### config.mk
export PLATFORM = sky130hd
export DESIGN_NAME = sar_search
export DESIGN_NICKNAME = d
export VERILOG_FILES = /design/src/rtl/sar_search.sv
export SDC_FILE = /design/constraint.sdc
export NUM_CORES = 1
export LEC_CHECK = 0
export CAP_MARGIN = 20
export CELL_PAD_IN_SITES_DETAIL_PLACEMENT = 0
export CELL_PAD_IN_SITES_GLOBAL_PLACEMENT = 1
export CORE_ASPECT_RATIO = 0.5
export CORE_MARGIN = 5
export CORE_UTILIZATION = 30
export DETAILED_ROUTE_END_ITERATION = 8
export PLACE_DENSITY = 0.64
export SLEW_MARGIN = 20
export SYNTH_ARGS = -nofsm -noshare
export SYNTH_HDL_FRONTEND = slang
export SYNTH_SLANG_ARGS = --single-unit
### constraint.sdc
create_clock -name clk -period 2.7 [get_ports clk]
set_input_delay 0.27 -clock clk [delete_from_list [all_inputs] [get_ports clk]]
set_output_delay 0.27 -clock clk [all_outputs]
set_load 0.01 [all_outputs]
### src/rtl/sar_search.sv
// Successive-approximation binary search over a WIDTH-bit range, probing an
// external comparator with a registered guess, one comparison per clock.
module sar_search #(
   parameter int WIDTH = 4
) (
   input  logic             clk,
   input  logic             rst_n,
   input  logic             start,
   input  logic             cmp_gt,
   input  logic             cmp_lt,
   input  logic             cmp_eq,
   output logic [WIDTH-1:0] guess,
   output logic             busy,
   output logic             done,
   output logic             found,
   output logic [WIDTH-1:0] result,
   output logic             err
);

   typedef enum logic [1:0] {
      IDLE   = 2'd0,
      SEARCH = 2'd1,
      DONE   = 2'd2
   } state_t;

   localparam logic [WIDTH-1:0] MAX_VAL = '1;
   localparam logic [WIDTH:0]   ONE     = 1;

   state_t           state;
   logic [WIDTH-1:0] lo;
   logic [WIDTH-1:0] hi;
   logic [WIDTH:0]   sum_dn;
   logic [WIDTH:0]   sum_up;
   logic [WIDTH-1:0] mid_dn;
   logic [WIDTH-1:0] mid_up;
   logic [2:0]       flags;

   // Sums carry one extra bit so the midpoint never wraps at the range ends.
   always_comb begin
      sum_dn = {1'b0, lo} + {1'b0, guess} - ONE;
      sum_up = {1'b0, guess} + ONE + {1'b0, hi};
      mid_dn = WIDTH'(sum_dn >> 1);
      mid_up = WIDTH'(sum_up >> 1);
      flags  = {cmp_gt, cmp_lt, cmp_eq};
   end

   always_ff @(posedge clk or negedge rst_n) begin
      if (!rst_n) begin
         state  <= IDLE;
         guess  <= '0;
         result <= '0;
         lo     <= '0;
         hi     <= MAX_VAL;
         busy   <= 1'b0;
         done   <= 1'b0;
         found  <= 1'b0;
         err    <= 1'b0;
      end else begin
         case (state)
            IDLE: begin
               if (start) begin
                  state <= SEARCH;
                  busy  <= 1'b1;
                  lo    <= '0;
                  hi    <= MAX_VAL;
                  guess <= {1'b0, MAX_VAL[WIDTH-1:1]};
                  found <= 1'b0;
                  err   <= 1'b0;
               end
            end
            SEARCH: begin
               case (flags)
                  3'b001: begin
                     result <= guess;
                     found  <= 1'b1;
                     err    <= 1'b0;
                     state  <= DONE;
                     busy   <= 1'b0;
                     done   <= 1'b1;
                  end
                  3'b100: begin
                     if (guess == lo) begin
                        found <= 1'b0;
                        err   <= 1'b0;
                        state <= DONE;
                        busy  <= 1'b0;
                        done  <= 1'b1;
                     end else begin
                        hi    <= guess - 1'b1;
                        guess <= mid_dn;
                     end
                  end
                  3'b010: begin
                     if (guess == hi) begin
                        found <= 1'b0;
                        err   <= 1'b0;
                        state <= DONE;
                        busy  <= 1'b0;
                        done  <= 1'b1;
                     end else begin
                        lo    <= guess + 1'b1;
                        guess <= mid_up;
                     end
                  end
                  default: begin
                     result <= guess;
                     found  <= 1'b0;
                     err    <= 1'b1;
                     state  <= DONE;
                     busy   <= 1'b0;
                     done   <= 1'b1;
                  end
               endcase
            end
            DONE: begin
               state <= IDLE;
               done  <= 1'b0;
            end
            default: begin
               state <= IDLE;
               busy  <= 1'b0;
               done  <= 1'b0;
            end
         endcase
      end
   end

endmodule

[Yosys cells after proc, flatten, opt, wreduce, memory -nomap -nowiden]
Cells that the tools add are included.
Word-level totals
  output and inout port bits: 12
  input port bits: 6
  word-level logic and storage cells: 78
  bits in registers: 22
Cells by class
  muxes and demuxes: 32
  add/sub/neg operators: 6
  reduce and logical (&&, ||, !) cells: 11
  equal/unequal tests: 17
  bitwise operators: 3
Operators by type and width (count)
  4-bit two-way mux: 9
  4-bit one-hot mux with 2 select lines: 4
  4-bit AND reduction: 4
  3-bit inequality test (second input constant): 4
  1-bit one-hot mux with 2 select lines: 5
  1-bit one-hot mux with 3 select lines: 3
  4-bit == test: 2
  2-bit inequality test (second input constant): 4
  2-bit one-hot mux with 2 select lines: 2
  1-bit two-way mux: 6
  2-bit two-way mux: 3
  3-bit AND reduction: 2
  4-bit by 1-bit adder with 5-bit output (second input constant): 1
  4-bit by 4-bit adder with 5-bit output: 1
  5-bit by 4-bit adder with 5-bit output: 1
  5-bit AND reduction: 1
  5-bit by 1-bit subtractor with 5-bit output (second input constant): 1
  4-bit by 1-bit adder with 4-bit output (second input constant): 1
  4-bit by 1-bit subtractor with 4-bit output (second input constant): 1
  3-bit by 1-bit == test with 1-bit output (second input constant): 1
  3-bit by 2-bit == test with 1-bit output (second input constant): 1
  3-bit == test (second input constant): 1
  3-bit by 2-bit inequality test with 1-bit output (second input constant): 1
  1-bit NOT: 3
  7 further kinds: 7

[Logic depth before layout (Yosys ltp)]
Gate-level depths: netlist of run 1.
  word-level depth: 5
  depth in mapped cells: 10
  depth with buffers taken out: 10

[Worst setup path before layout of run 1]
No wires, ideal clock.
  path type: register to register
  start point: reg guess[2]
  end point: reg state[0]
  stages on the path, launching flop included: 10
  path buffers: 2
  setup slack: 0.350 ns
  required time: 2.576 ns
  data arrival time: 2.226 ns
  setup time: 0.124 ns
  clock period less this slack: 2.350 ns
  path through: dfrtp_1 -> clkbuf_1 -> inv_1 -> ha_1 -> or4_1 -> nand3b_1 -> a21oi_1 -> and2_4 -> buf_6 -> or2_1
On the way
  cells in the longest elaborated chain, start to end: 3
  elaborated cells on any way between the ends: 5
  those cells by class: eq/ne: 4; reduce/logical: 1
RTL lines
  start: declaration: RTL line 12  | output logic [WIDTH-1:0] guess,
  start signal: assignment: RTL line 66  | guess <= {1'b0, MAX_VAL[WIDTH-1:1]};
  start signal: assignment: RTL line 90  | guess <= mid_dn;
  start signal: assignment: RTL line 102  | guess <= mid_up;
  4-bit == test, on equally long branches: RTL line 94, 82
  3-bit inequality test (no source line)
  3-bit AND reduction (no source line) (*)
  end signal: assignment: RTL line 97  | state <= DONE;
  end signal: assignment: RTL line 109  | state <= DONE;
  end signal: assignment: RTL line 116  | state <= IDLE;
  end: declaration: RTL line 29  | state_t state;
Mark *: on every way between the ends. The rest lies on a longest branch, timed or not.
A chain may end at the register's enable or synchronous reset.

[Worst setup path after layout of run 1]
  start point: reg guess[1]
  end point: reg found
On the way
  cells in the longest elaborated chain, start to end: 3
  elaborated cells on any way between the ends: 5
  those cells by class: eq/ne: 4; reduce/logical: 1
RTL lines
  4-bit == test, on equally long branches: RTL line 94, 82
  3-bit inequality test (no source line)
  4-bit AND reduction (no source line) (*)
  end signal: assignment: RTL line 83  | found <= 1'b0;
  end signal: assignment: RTL line 95  | found <= 1'b0;
  end signal: assignment: RTL line 107  | found <= 1'b0;
  end: declaration: RTL line 15  | output logic found,
Marks and branches as above.

==> impl_metrics.ini, run 1 <==
[outcome]
status = complete, no violations

[sta]
worst_slack_ns = 0.289
rsz0062_at_grt = no
setup_viol = 0
hold_viol = 0
max-slew-margin-rel_pct = 62.2
max_freq_ghz = 0.415
worst_slew_pin_slew_ns = 0.563
holdWs_ns = 0.341
finalClockSkew_ns = 0.00277
finalSetupTns_ns = 0
maxSlewViolCount = 0
fin_crit_sh_pct = 89.3
period_needed_ns = 2.41

[die]
initial_core_util_pct = 31.7
rows = 17
core-area_sq_mm = 0.00449
dieHeight_um = 58.7
ios = 18
die_area_sq_mm = 0.00631
die_w_um = 107

[clock_network]
clockRootBuffer = clkbuf_8
cts_setup_buffers = 0
cts_tree = done
cts_resized = 0
cts.sinks = 22
cts_buffers = 3
cts.clk_slew.worst_paths_ns = 0.08
clockBufferDepth = 2
clock_latency_ns = 0.26
htree_levels = 1
cts-hold-fix-buffers = 0

[yosys]
yosys_warnings = 0
synth_cell_types = 39
synth-seq-cells = 22
avgSynthCellArea_sq_um = 9.43
yosysSeqAreaShare_pct = 39.0
synthesis.nets = 172
synth_edf_count = 0
async_flop_share_pct = 100
synthCells = 151
ys.flop_type = dfrtp_1
synth_area_sq_mm = 0.00142

[worst_setup_path]
r2r_end = found
regToRegStartpoint = guess[1]
worst_path_max_delay_cell = or4_1
ff2ff_setup_slack_ns = 0.29
cp_slowest_stage_delay_ns = 0.61
cp.required_ns = 2.86
start_kind = flip-flop
crit_path_end_kind = flip-flop
crit_fanout = 7
path_cells = inv_1 -> ha_1 -> or4_1 -> nand3b_1 -> a21oi_1 -> nand2b_1 -> a31o_2
critPathKind = flip-flop to flip-flop
reg2reg_depth = 7
arrival_ns = 2.57

[pwr]
fin_total_pwr_mw = 1.84
power_density_mw_per_mm2 = 1060
cell_internal_pwr_mw = 1.09
clkPwrFrac_pct = 13.2
seq_power_share_pct = 30.3
power.switching_uw = 747
power_leakage_nw = 0.780
combPwrFrac_pct = 56.6
ir_worst_vdd_v = 0.000328
switching_share_pct = 40.6

[final_layout]
drive_gt1_share_pct = 11.1
area_growth_pct = 21.8
diodes = 0
final_nets = 193
design_area_sq_mm = 0.00173

[global_routing]
gr-usage-all-layers_pct = 10.9
grt_antenna_before_repair = 0
grt_first_pass_wirelength_um = 5310
grt_pass1_vias = 1075
gr-total-overflow = 0
grt_max_degree = 23

[detailed_routing]
drtAntennaViolNets = 0
drtIter0Drc = 48
routed_via_density = 4.51
num_vias = 1069
wl_per_cell_um = 13.4
dr.pass1.iters = 4
drc = 0
routed_wl_um = 3170

[placed_design]
place_area_sq_mm = 0.00168
dp_slack_ns = 0.303
dp_hpwl_um = 2500
port_buffers = 17
gp_congestion = 0.761

[flow_run]
cap_violations = 0

[min_path]
hp-class = input port to async pin
==> critical path: cells and delay by family (launching register included) <==
kind                       cells  cell delay [ns]
AOI/OAI and AO/OA              2             0.36
and+or+nand+nor                3             0.92
adders and majority gates      1             0.34
DFF                            1             0.51
buffers and inverters          1             0.19
==> power by group through the flow <==
stage	Combinational (mW)	Sequential [mW]	Clock, mW
after detailed placement	1.05	0.569	0
final	1.04	0.557	0.243
after CTS	1.06	0.561	0.252
after global placement	1.07	0.565	0
after floorplan	0.654	0.577	0
after global routing	1.18	0.579	0.266
==> stage by stage <==
stage | util, % | std cells
global route | 38.6 | 237
floorplan | - | 151
finish | 38.6 | 237
CTS | 38.6 | 237
detailed placement | 37.4 | 233
global placement | 37.4 | 233
==> cell type report <==
class | instances | area [sq um]
Inverter | 22 | 82.6
Sequential cell | 22 | 556
Timing Repair Buffer | 21 | 200
Tap cell | 66 | 82.6
Multi-Input combinational cell | 102 | 758
Clock buffer | 4 | 55.1
Fill cell | 465 | 2750
==> synthesized netlist by cell type (2+ instances only) <==
| cell type | n | area [sq um] |
|---|---|---|
| a21oi_1 | 7 | 35.0 |
| a31oi_2 | 2 | 25.0 |
| clkbuf_1 | 2 | 7.51 |
| dfrtp_1 | 18 | 450 |
| dfstp_2 | 4 | 105 |
| fa_1 | 2 | 40.0 |
| ha_1 | 13 | 163 |
| inv_1 | 22 | 82.6 |
| mux2i_1 | 4 | 40.0 |
| nand2_1 | 12 | 45.0 |
| nand2b_1 | 6 | 37.5 |
| nand3_1 | 2 | 10.0 |
| nand3b_1 | 3 | 22.5 |
| nor2_1 | 7 | 26.3 |
| nor2b_1 | 2 | 12.5 |
| nor3_1 | 5 | 25.0 |
| nor3b_1 | 2 | 15.0 |
| o21ai_0 | 9 | 45.0 |
| o31ai_1 | 3 | 22.5 |
| xnor2_1 | 5 | 43.8 |
| xor2_1 | 3 | 26.3 |
==> logic make-up (layout without fill, tap and decap cells) <==
logic type / after synthesis / count (layout) / share of synthesized area (%)
xor+xnor: 8 / 8 / 4.92
fa+ha+maj: 15 / 15 / 14.2
simple gates: 47 / 47 / 18.7
buf+inv: 27 / 47 / 7.73
mux: 4 / 4 / 2.81
compound gates: 28 / 28 / 12.6
flops: 22 / 22 / 39.0
==> flip-flops by register name, summed over array words and instances, names as in the netlist <==
register  flops
lo            4
guess         4
result        4
err           1
busy          1
found         1
state         2
done          1
hi            4
==> layer usage <==
| metal | vias up | track usage (%) | share of wire (%) |
|---|---|---|---|
| met1 | 504 | 15.2 | 53 |
| li1 | 548 | - | - |
| met5 | - | 0 | 0 |
| met4 | 0 | 2.16 | 0.79 |
| met2 | 15 | 16.8 | 43 |
| met3 | 2 | 3.40 | 3.5 |
==> worst max-delay path by stage <==
stage	startpoint	to	slack [ns]	depth (start not counted)
after floorplan	guess[2]	state[0]	0.35	9
after global placement	guess[1]	found	0.32	7
after detailed placement	guess[1]	found	0.30	7
after CTS	guess[1]	found	0.28	7
after global routing	guess[1]	found	0.18	7
final	guess[1]	found	0.29	7
==> cell usage in the layout, fill, tap and decap left out, types with 2 or more instances in the layout <==
cell,synthesis,final
clkbuf_8,0,4
nor2_1,7,7
dfrtp_1,18,18
nand2b_1,6,6
dfstp_2,4,4
o31ai_1,3,3
fa_1,2,2
a21oi_1,7,7
xor2_1,3,3
nand3_1,2,2
clkdlybuf4s50_1,0,17
nand3b_1,3,3
buf_4,0,4
mux2i_1,4,4
nand2_1,12,12
xnor2_1,5,5
o21ai_0,9,9
a31oi_2,2,2
nor2b_1,2,2
nor3b_1,2,2
inv_1,22,22
nor3_1,5,5
ha_1,13,13
(Power assumes the default switching activity.)
==> inputs of run 2 (changes only) <==
--- a/config.mk
+++ b/config.mk
@@ -12,6 +12,7 @@
 export CORE_MARGIN = 5
 export CORE_UTILIZATION = 30
 export DETAILED_ROUTE_END_ITERATION = 8
+export GPL_ROUTABILITY_DRIVEN = 0
 export PLACE_DENSITY = 0.64
 export SLEW_MARGIN = 20
 export SYNTH_ARGS = -nofsm -noshare
==> results of run 2 <==
Same layout as run 1: the final DEF is identical, and so are final timing and power.
